<file path="src/rtl/code_lock_checker_timer.sv">
// Loadable down counter that stops at zero; shared by the hold and lockout periods.
module code_lock_timer #(
    parameter int unsigned WIDTH = 8
) (
    input  logic             CLK,
    input  logic             RESET_N,
    input  logic             i_load,
    input  logic [WIDTH-1:0] i_load_val,
    output logic             o_zero
);

    logic [WIDTH-1:0] r_count;

    always_ff @(posedge CLK or negedge RESET_N) begin
        if (!RESET_N) begin
            r_count <= '0;
        end else if (i_load) begin
            r_count <= i_load_val;
        end else if (r_count != '0) begin
            r_count <= r_count - WIDTH'(1);
        end
    end

    assign o_zero = (r_count == '0);

endmodule

</file>
<file path="config.mk">
export PLATFORM = sky130hd
export DESIGN_NAME = code_lock_timer
export DESIGN_NICKNAME = d
export VERILOG_FILES = /design/src/rtl/code_lock_checker_timer.sv
export SDC_FILE = /design/constraint.sdc
export NUM_CORES = 1
export LEC_CHECK = 0
export ABC_AREA = 1
export BUFFER_PORTS_ARGS = -buffer_cell sky130_fd_sc_hd__buf_2
export CORE_AREA = 3 3 40 42
export DETAILED_ROUTE_END_ITERATION = 7
export DIE_AREA = 0 0 43 45
export GPL_TIMING_DRIVEN = 0
export HOLD_SLACK_MARGIN = 0.08
export SLEW_MARGIN = 40
export SYNTH_ARGS = -nofsm -noshare
export SYNTH_HDL_FRONTEND = slang
export SYNTH_SLANG_ARGS = --single-unit
</file>
<file path="constraint.sdc">
create_clock -name CLK -period 1.45 [get_ports CLK]
set_input_delay 0.29 -clock CLK [delete_from_list [all_inputs] [get_ports CLK]]
set_output_delay 0.29 -clock CLK [all_outputs]
set_load 0.005 [all_outputs]
</file>
### After elaboration in Yosys (flattened, before gate mapping)

Index checks and enable logic that the tools add are counted.

* $mul: 0
* magnitude comparators: 0
* add/subtract/negate cells: 1
* reductions and logical operators: 3
* bitwise operators: 0
* shifts and indexed selects: 0
* eq/ne operators: 0
* div/mod/pow operators: 0
* muxes and demuxes: 2

Operator list (number)
* $mux 8: 2
* $logic_not 8->1: 1
* $reduce_bool 8->1: 1
* $sub 8x1->8 const B: 1
* $reduce_bool 2->1: 1

* memory bits (writable): 0
* output and inout port bits: 1
* latch bits: 0
* register bits: 8
* bits in read-only memories: 0
* logic and storage cells: 7
* input port bits: 11
* memories: 0

### Logic depth before layout (Yosys ltp)

Gate-level depths: netlist of the first run.

* depth after elaboration: 3
* mapped depth: 7
* gate-level depth less buffers: 7

### Least setup slack after synthesis of the first run

No wires, ideal clock.

* kind: reg-to-reg
* start: reg r_count[0]
* end: reg r_count[4]
* clock period less this slack: 1.273 ns
* stages on the path, launching flop included: 7
* data required time: 1.330 ns
* data arrival time: 1.153 ns
* path slack: 0.177 ns
* cells stage by stage: dfrtp_1 inv_1 ha_1 nand2_2 nor2_4 nand2_4 a21boi_1

* word-level cells in the longest chain between the ends: 3
* elaborated cells on any way between the ends: 5
* those cells by class: add/sub: 1; mux: 2; reduce/logical: 2

RTL lines
* start: declaration: line 12 `logic [WIDTH-1:0] r_count;`
* start signal: assignment: line 18 `r_count <= i_load_val;`
* start signal: assignment: line 20 `r_count <= r_count - WIDTH'(1);`
* $sub 8x1->8: line 20
* $mux 8: line 19 `end else if (r_count != '0) begin`
* $mux 8: line 17 `end else if (i_load) begin`

Parallel ways exist; a longest one is shown, timed or not. The select of a mux whose other input is x is not followed.
A chain may end at the register's enable or synchronous reset.

### Worst setup path after layout of the first run

* start: reg r_count[1]
* end: out o_zero

* word-level cells in the longest chain between the ends: 1

RTL lines
* $logic_not 8->1: line 24 `assign o_zero = (r_count == '0);`
* end: declaration: line 9 `output logic o_zero`

No other way between the ends.

==> results.md, run 1 <==
- Failing checks: setup timing
- Slew Viols, Final: 0
- Row count: 13
- Core Util, Final: approximately three fifths
- Placed cell areas: slightly below 600 um2
- Routability Congestion: ~0.75
- Worst-path clk slew: 0.06 ns
- Share of the synthesized area in the top cell type: around two fifths
- # DRC: 0
- Fin Clk Skew: approximately 0.0055 ns
- Mapped Nets: 83
- Synth cell types: 19
- Critical path's largest stage delay: 0.39 ns
- CP max FO: 3
- Post-synthesis sequential area ratio: roughly two fifths
- Setup-failing EPs final: 1
- Actual slew at the worst max-slew pin: between 0.2 and 0.25 ns
- Post-route design area: 777.0 um2
- Initial antenna violation count: 0
- F_max: roughly 680 MHz
- Worst setup margin: -0.02260 ns
- Synthesized area: 513.0 um2
- Cells after synthesis: around 70
- Max_slew headroom: a little under nine tenths
- Worst path cell trace: inv_2, ha_4, nand2_4, nor2_4, buf_2
- Core Area: 0.001285 mm2
- Buffer levels on the longest clock path: 2
- Avg Inst Size Synth: between 7 and 8 um2
- Pwr Total: 753.6 uW
- IO buf count: 11
- Vias per std cell: ~4.6
- Filler Cell Count: ~120
- Max reg flops: 8
- Clk root buf: clkbuf_4
- Minimum clock period: 1.473 ns
- Global-route wire length before repair: ~2.1 mm
- WP data required: approximately 1.2 ns
- Worst setup SP type: register
- DP HPWL: roughly 760 um
- Crit end category: primary output
- GR Overflow Total: 0
- # IOs: 12
- Fin. Hold Viols: 0
- Maximum vdd drop: 0.4565 mV
- Slowest-stage cell, CP: dfrtp_1
- Starting Density: 39.92%
- H-tree Lvls: 1
- WL per Instance: about 11 um
- Layout cells sized above 1: between 40% and 50%
- Tcrit/Tclk final: 101.6%
- Yosys warns: 0
- Placed cells: 97
- Fin cells: ~120
- Num CTS Buffers: 3
- Pwr per Cell Area: a little under 1000 mW/mm2
- Largest net degree at the start of global routing: 11
- Clock sink count: 8
- Register name with the most flops: r_count
- Kind of cell adding the most delay to the critical path: flip-flops
- Yosys top cell by area: dfrtp_1
- Initial DRT Pass Iterations: 4
- Arrival @ worst endpoint: 1.18 ns
- Die span in x: approximately 43 um
- Via count: 534
- Largest regs: r_count (8)
- Vias in the first global route: 514
- Ant diodes: 0
- Area contributors post-synth: dfrtp_1 39%, nand2_1 19%, nor2_1 5.1%
- FF+latch count, synth: 8
- GRT Overall Usage: 14.60%
- Status: finished with violations
- Pleak: 0.0004207 uW
- Routed WL: approximately 1.3 mm
- RSZ-0062 raised after global routing: yes
- WP buf/inv: 2
- HP Class: in2reg
- DRT iter0 DRCs: 10
- Fin nets: 115
- Clock Latency Late Sink: 0.25 ns
- Area grow syn2layout: 51.46%
- DIE HEIGHT: ~45 um
- Die area: 0.001935 mm2
- Antenna-violating nets left: 0
- CP Class: reg2out
- CTS tree: yes
- Max_cap viols: 0
-- Yosys cell counts --
master     n
nand2_1   26
dfrtp_1    8
nor2_1     7
inv_1      6
nand3_1    5
nor2_2     3
o21ai_2    3
o21ai_0    2
a21boi_1   1
buf_2      1
ha_1       1
inv_2      1
nand2_2    1
nand2_4    1
nand4_1    1
nor2_4     1
o21ai_1    1
xnor2_1    1
xor2_1     1
-- per-layer routing --
metal	wire [um]	track usage [%]
met5	0	0
met4	11	3.614
met3	79	5.976
met2	613	25.15
met1	553	17.00
-- where the power goes --
| part | internal (uW) | switching (uW) |
|---|---|---|
| Clock | 94.8 | 76.7 |
| Sequential | 254 | 31.5 |
| Combinational | 158 | 138 |
-- path summary, 6_finish.rpt --
| kind | cells past startpoint | slack [ns] | endpoint | startpoint |
|---|---|---|---|---|
| setup / recovery | 5 | -0.02 | o_zero | r_count[1]$_DFFE_PN0P_ |
| hold / removal | 3 | 0.23 | r_count[5]$_DFFE_PN0P_ | i_load_val[5] |
| setup reg to reg | 11 | 0.10 | r_count[6]$_DFFE_PN0P_ | r_count[5]$_DFFE_PN0P_ |
| hold reg to reg | 3 | 0.59 | r_count[0]$_DFFE_PN0P_ | r_count[0]$_DFFE_PN0P_ |
| max in group asynchronous | 2 | 0.87 | r_count[4]$_DFFE_PN0P_ | RESET_N |
| min in group asynchronous | 2 | 0.40 | r_count[1]$_DFFE_PN0P_ | RESET_N |
-- worst register-to-register path, cell delays in order (launching register included) --
cell	delay, ns
dfrtp_1	0.39
nor2_2	0.13
buf_4	0.12
buf_6	0.08
buf_6	0.08
buf_6	0.08
buf_6	0.08
nand3_2	0.06
nand2_1	0.05
nand2_1	0.04
nor2_1	0.09
nor2_1	0.05
-- layout make-up --
| cell class | instances | area [um2] | share of cell area (%) |
|---|---|---|---|
| Multi-Input combinational cell | 55 | 311.5 | 40.10 |
| Sequential cell | 8 | 200.2 | 25.76 |
| Timing Repair Buffer | 27 | 192.7 | 24.80 |
| Inverter | 7 | 26.28 | 3.382 |
| Clock buffer | 3 | 22.52 | 2.899 |
| Tap cell | 15 | 18.77 | 2.415 |
| Buffer | 1 | 5.005 | 0.6441 |
-- layout by cell type, fill, tap and decap left out, types with 2 or more instances in the layout --
| cell type | Yosys | layout |
|---|---|---|
| buf_2 | 1 | 12 |
| buf_4 | 0 | 11 |
| buf_6 | 0 | 4 |
| clkbuf_4 | 0 | 3 |
| dfrtp_1 | 8 | 8 |
| inv_1 | 6 | 4 |
| inv_2 | 1 | 3 |
| nand2_1 | 26 | 26 |
| nand2_4 | 1 | 2 |
| nand3_1 | 5 | 4 |
| nor2_1 | 7 | 6 |
| nor2_2 | 3 | 3 |
| nor2_4 | 1 | 2 |
| o21ai_0 | 2 | 2 |
| o21ai_2 | 3 | 3 |
-- cells by family (layout without fill, tap and decap cells) --
logic type,after synthesis,in the layout,share of synthesized area (%)
AOI/OAI and AO/OA,7,7,9.513
DFF,8,8,39.02
adders and majority gates,1,1,2.439
xor gates and xnor gates,2,2,3.415
buffers and inverters,8,38,6.096
and+or+nand+nor,45,45,39.51
-- repair_timing --
item	4_1_cts	5_1_grt
hold endpoints to repair	8	0
setup buffers	12	3
gates cloned	0	0
pin swaps	4	3
gates resized for setup	5	7
hold buffers	1	0
setup endpoints to repair	1	2
-- metrics by stage --
| stage | setup slack, ns | hold WS (ns) | TNS, ns |
|---|---|---|---|
| 2_1_floorplan | 0.1769 | -0.005591 | 0 |
| 3_3_place_gp | 0.01895 | 0.1456 | 0 |
| 3_5_place_dp | 0.02517 | 0.1462 | 0 |
| 4_1_cts | -0.04124 | 0.2326 | -0.04124 |
| 5_1_grt | -0.08851 | 0.2421 | -0.1143 |
| 6_report | -0.02260 | 0.2328 | -0.02260 |
Power figures use the tool's default switching activity.
==> run 2, diff against run 1 <==
--- a/config.mk
+++ b/config.mk
@@ -6,8 +6,9 @@
 export NUM_CORES = 1
 export LEC_CHECK = 0
 export ABC_AREA = 1
-export BUFFER_PORTS_ARGS = -buffer_cell sky130_fd_sc_hd__buf_2
+export BUFFER_PORTS_ARGS = -buffer_cell sky130_fd_sc_hd__clkbuf_2
 export CORE_AREA = 3 3 40 42
+export CTS_CLUSTER_SIZE = 30
 export DETAILED_ROUTE_END_ITERATION = 7
 export DIE_AREA = 0 0 43 45
 export GPL_TIMING_DRIVEN = 0
==> run 2 against run 1 <==
Net effect: the run now ends clean; flip-flop and latch count is the same; critical path depth shrank 1; clock power grew 3%; worst hold slack lost 0.0031 ns; clock-buffer cell count is the same; final cell count shrank 8.6%; global-route usage shrank 0.60 points; sequential share of layout area grew 3.5 points; sequential power grew 2%; register-to-register slack gained 0.12 ns; fmax grew 2.7%; largest cell class unchanged; highest routed layer unchanged.
==> results.md, run 2 (synthesis gave the netlist of run 1 again) <==
- GR Overflow Total: 0
- Antenna-violating nets left: 0
- DIE HEIGHT: roughly 45 um
- Clk root buf: clkbuf_4
- Slowest-stage cell, CP: dfrtp_1
- Routability Congestion: 0.7235
- Tcrit/Tclk final: about 99%
- Row count: 13
- Power Internal: approximately 450 uW
- # DRC: 0
- Share of power burned in the clock network: between 20% and 30%
- Pwr Total: between 600 and 700 uW
- Hold EP: r_count[2]$_DFFE_PN0P_
- Fin Clk Skew: approximately 0.0017 ns
- WHS Path Cells: 3
- DRT iter0 DRCs: 1
- Vias per std cell: around 4.5
- HP Class: in2reg
- CTS tree: yes
- Die span in x: 43 um
- Combinational power share: approximately 30%
- R2r endpoint: r_count[7]$_DFFE_PN0P_
- Clock sink count: 8
- Status: finished, final reports clean
- Global-route wire length before repair: slightly below 2 mm
- Area grow syn2layout: 33.41%
- Worst-path clk slew: about 0.05 ns
- Initial antenna violation count: 0
- Pwr per Cell Area: 987.3 mW/mm2
- H-tree Lvls: 1
- Layout cells sized above 1: 38.46%
- Register Area: 200.2 um2
- CP Class: reg2out
- CP max FO: 4
- RSZ-0062 raised after global routing: yes
- Largest regs: r_count (8)
- Pleak: ~0.00037 uW
- Die area: 0.001935 mm2
- Post-route design area: 684.4 um2
- Crit end category: primary output
- Worst setup SP type: register
- Critical path's largest stage delay: ~0.44 ns
- WHS: between 0.2 and 0.25 ns
- Net switching power: roughly 230 uW
- Hold path start: i_load_val[2]
- Ant diodes: 0
- Routed WL: around 1.1 mm
- Max_slew headroom: roughly 85%
- Num CTS Buffers: 3
- Setup-failing EPs final: 0
- WP data required: 1.16 ns
- Sw Ratio: 34.06%
- Filler Cell Count: 134
- Reg-to-Reg Start: r_count[1]$_DFFE_PN0P_
- Most common cell after layout, fill and taps aside: nand2_1
- F_max: 697.2 MHz
- Clock Latency Late Sink: 0.26 ns
- IO buf count: 11
- Sequential power share: around 43%
- Max reg flops: 8
- Area of the multi-input gates: 309.0 um2
- Reg2Reg Setup Slack: between 0.2 and 0.25 ns
- GRT Overall Usage: about 14%
- Worst path cell trace: nor2_4, nand2_4, nor2_4, clkbuf_2
- Initial DRT Pass Iterations: 2
- Minimum clock period: around 1.4 ns
- Placed cell areas: roughly 590 um2
- Largest net degree at the start of global routing: 11
- Fin. Hold Viols: 0
- Starting Density: approximately 40%
- Buffer levels on the longest clock path: 2
- WL per Instance: around 11 um
- Slew Viols, Final: 0
- Maximum vdd drop: 0.5176 mV
- Via count: just under 500
- Fin nets: around 110
- Arrival @ worst endpoint: about 1.1 ns
- Actual slew at the worst max-slew pin: 0.2266 ns
- Core Area: 0.001285 mm2
- Most frequent cells in the layout: 25 x nand2_1, 11 x clkbuf_2, 8 x dfrtp_1
- Vias in the first global route: between 400 and 500
- Register name with the most flops: r_count
- Max_cap viols: 0
- Register-to-Register Path Depth: 8
- Top cell by count, worst path: nor2_4
- Core Util, Final: 53.26%
- # IOs: 12
- DP HPWL: roughly 820 um
==> run 2: changes by cell type in the layout (fill, tap and decap cells not counted), sizes merged <==
cell	delta
buf	-21
clkbuf	+11
==> run 2: per-layer routing <==
layer	global-route usage, %	routed length (um)	share of wire [%]
met1	15.72	487	43
met2	23.65	550	49
met3	7.171	80	7.1
met4	3.614	12	1.1
met5	0	0	0
==> run 2: area by class of cell <==
type / count / share of cell area, %
plain buffers: 1 / 0.7313
clock buffers: 3 / 3.291
inverters: 7 / 3.839
multi-input cells: 55 / 45.16
flip-flops and latches: 8 / 29.25
well taps: 15 / 2.742
repair buffers: 17 / 14.99
==> run 2: what timing repair did <==
action                                  in CTS  in global routing
endpoints found under the hold margin        8                  0
pin swaps                                    2                  3
hold buffers                                 1                  0
endpoints found under the setup margin       1                  1
resized for setup                            4                  4
setup buffers                                5                  0
==> run 2: through the flow <==
stage,setup WS (ns),std cells,TNS [ns]
after detailed placement,0.01532,97,0
after global placement,0.01682,97,0
after floorplan,0.1769,71,0
final,0.01568,106,0
after CTS,0.005190,106,0
after global routing,-0.06411,106,-0.06411
==> run 2: how the worst max path moves through the flow <==
| stage | from | endpoint | slack, ns | cells after the start |
|---|---|---|---|---|
| 6_report | r_count[2]$_DFFE_PN0P_ | o_zero | 0.02 | 4 |
| 5_1_grt | r_count[5]$_DFFE_PN0P_ | o_zero | -0.06 | 4 |
| 4_1_cts | r_count[4]$_DFFE_PN0P_ | o_zero | 0.005 | 4 |
| 3_5_place_dp | r_count[0]$_DFFE_PN0P_ | o_zero | 0.02 | 5 |
| 3_3_place_gp | r_count[0]$_DFFE_PN0P_ | o_zero | 0.02 | 5 |
| 2_1_floorplan | r_count[0]$_DFFE_PN0P_ | r_count[4]$_DFFE_PN0P_ | 0.18 | 6 |
==> run 2: worst max-delay path: cells and delay by family, from the launching register on <==
family | cells | cell delay [ns]
buffers and inverters | 1 | 0.12
and+or+nand+nor | 3 | 0.32
DFF | 1 | 0.44
==> run 2: power by group through the flow <==
stage          clock network (uW)  registers (uW)  logic (uW)
6_report                      176             292         208
5_1_grt                       196             296         240
4_1_cts                       182             285         200
3_5_place_dp                    0             289         164
3_3_place_gp                    0             287         161
2_1_floorplan                   0             281         127
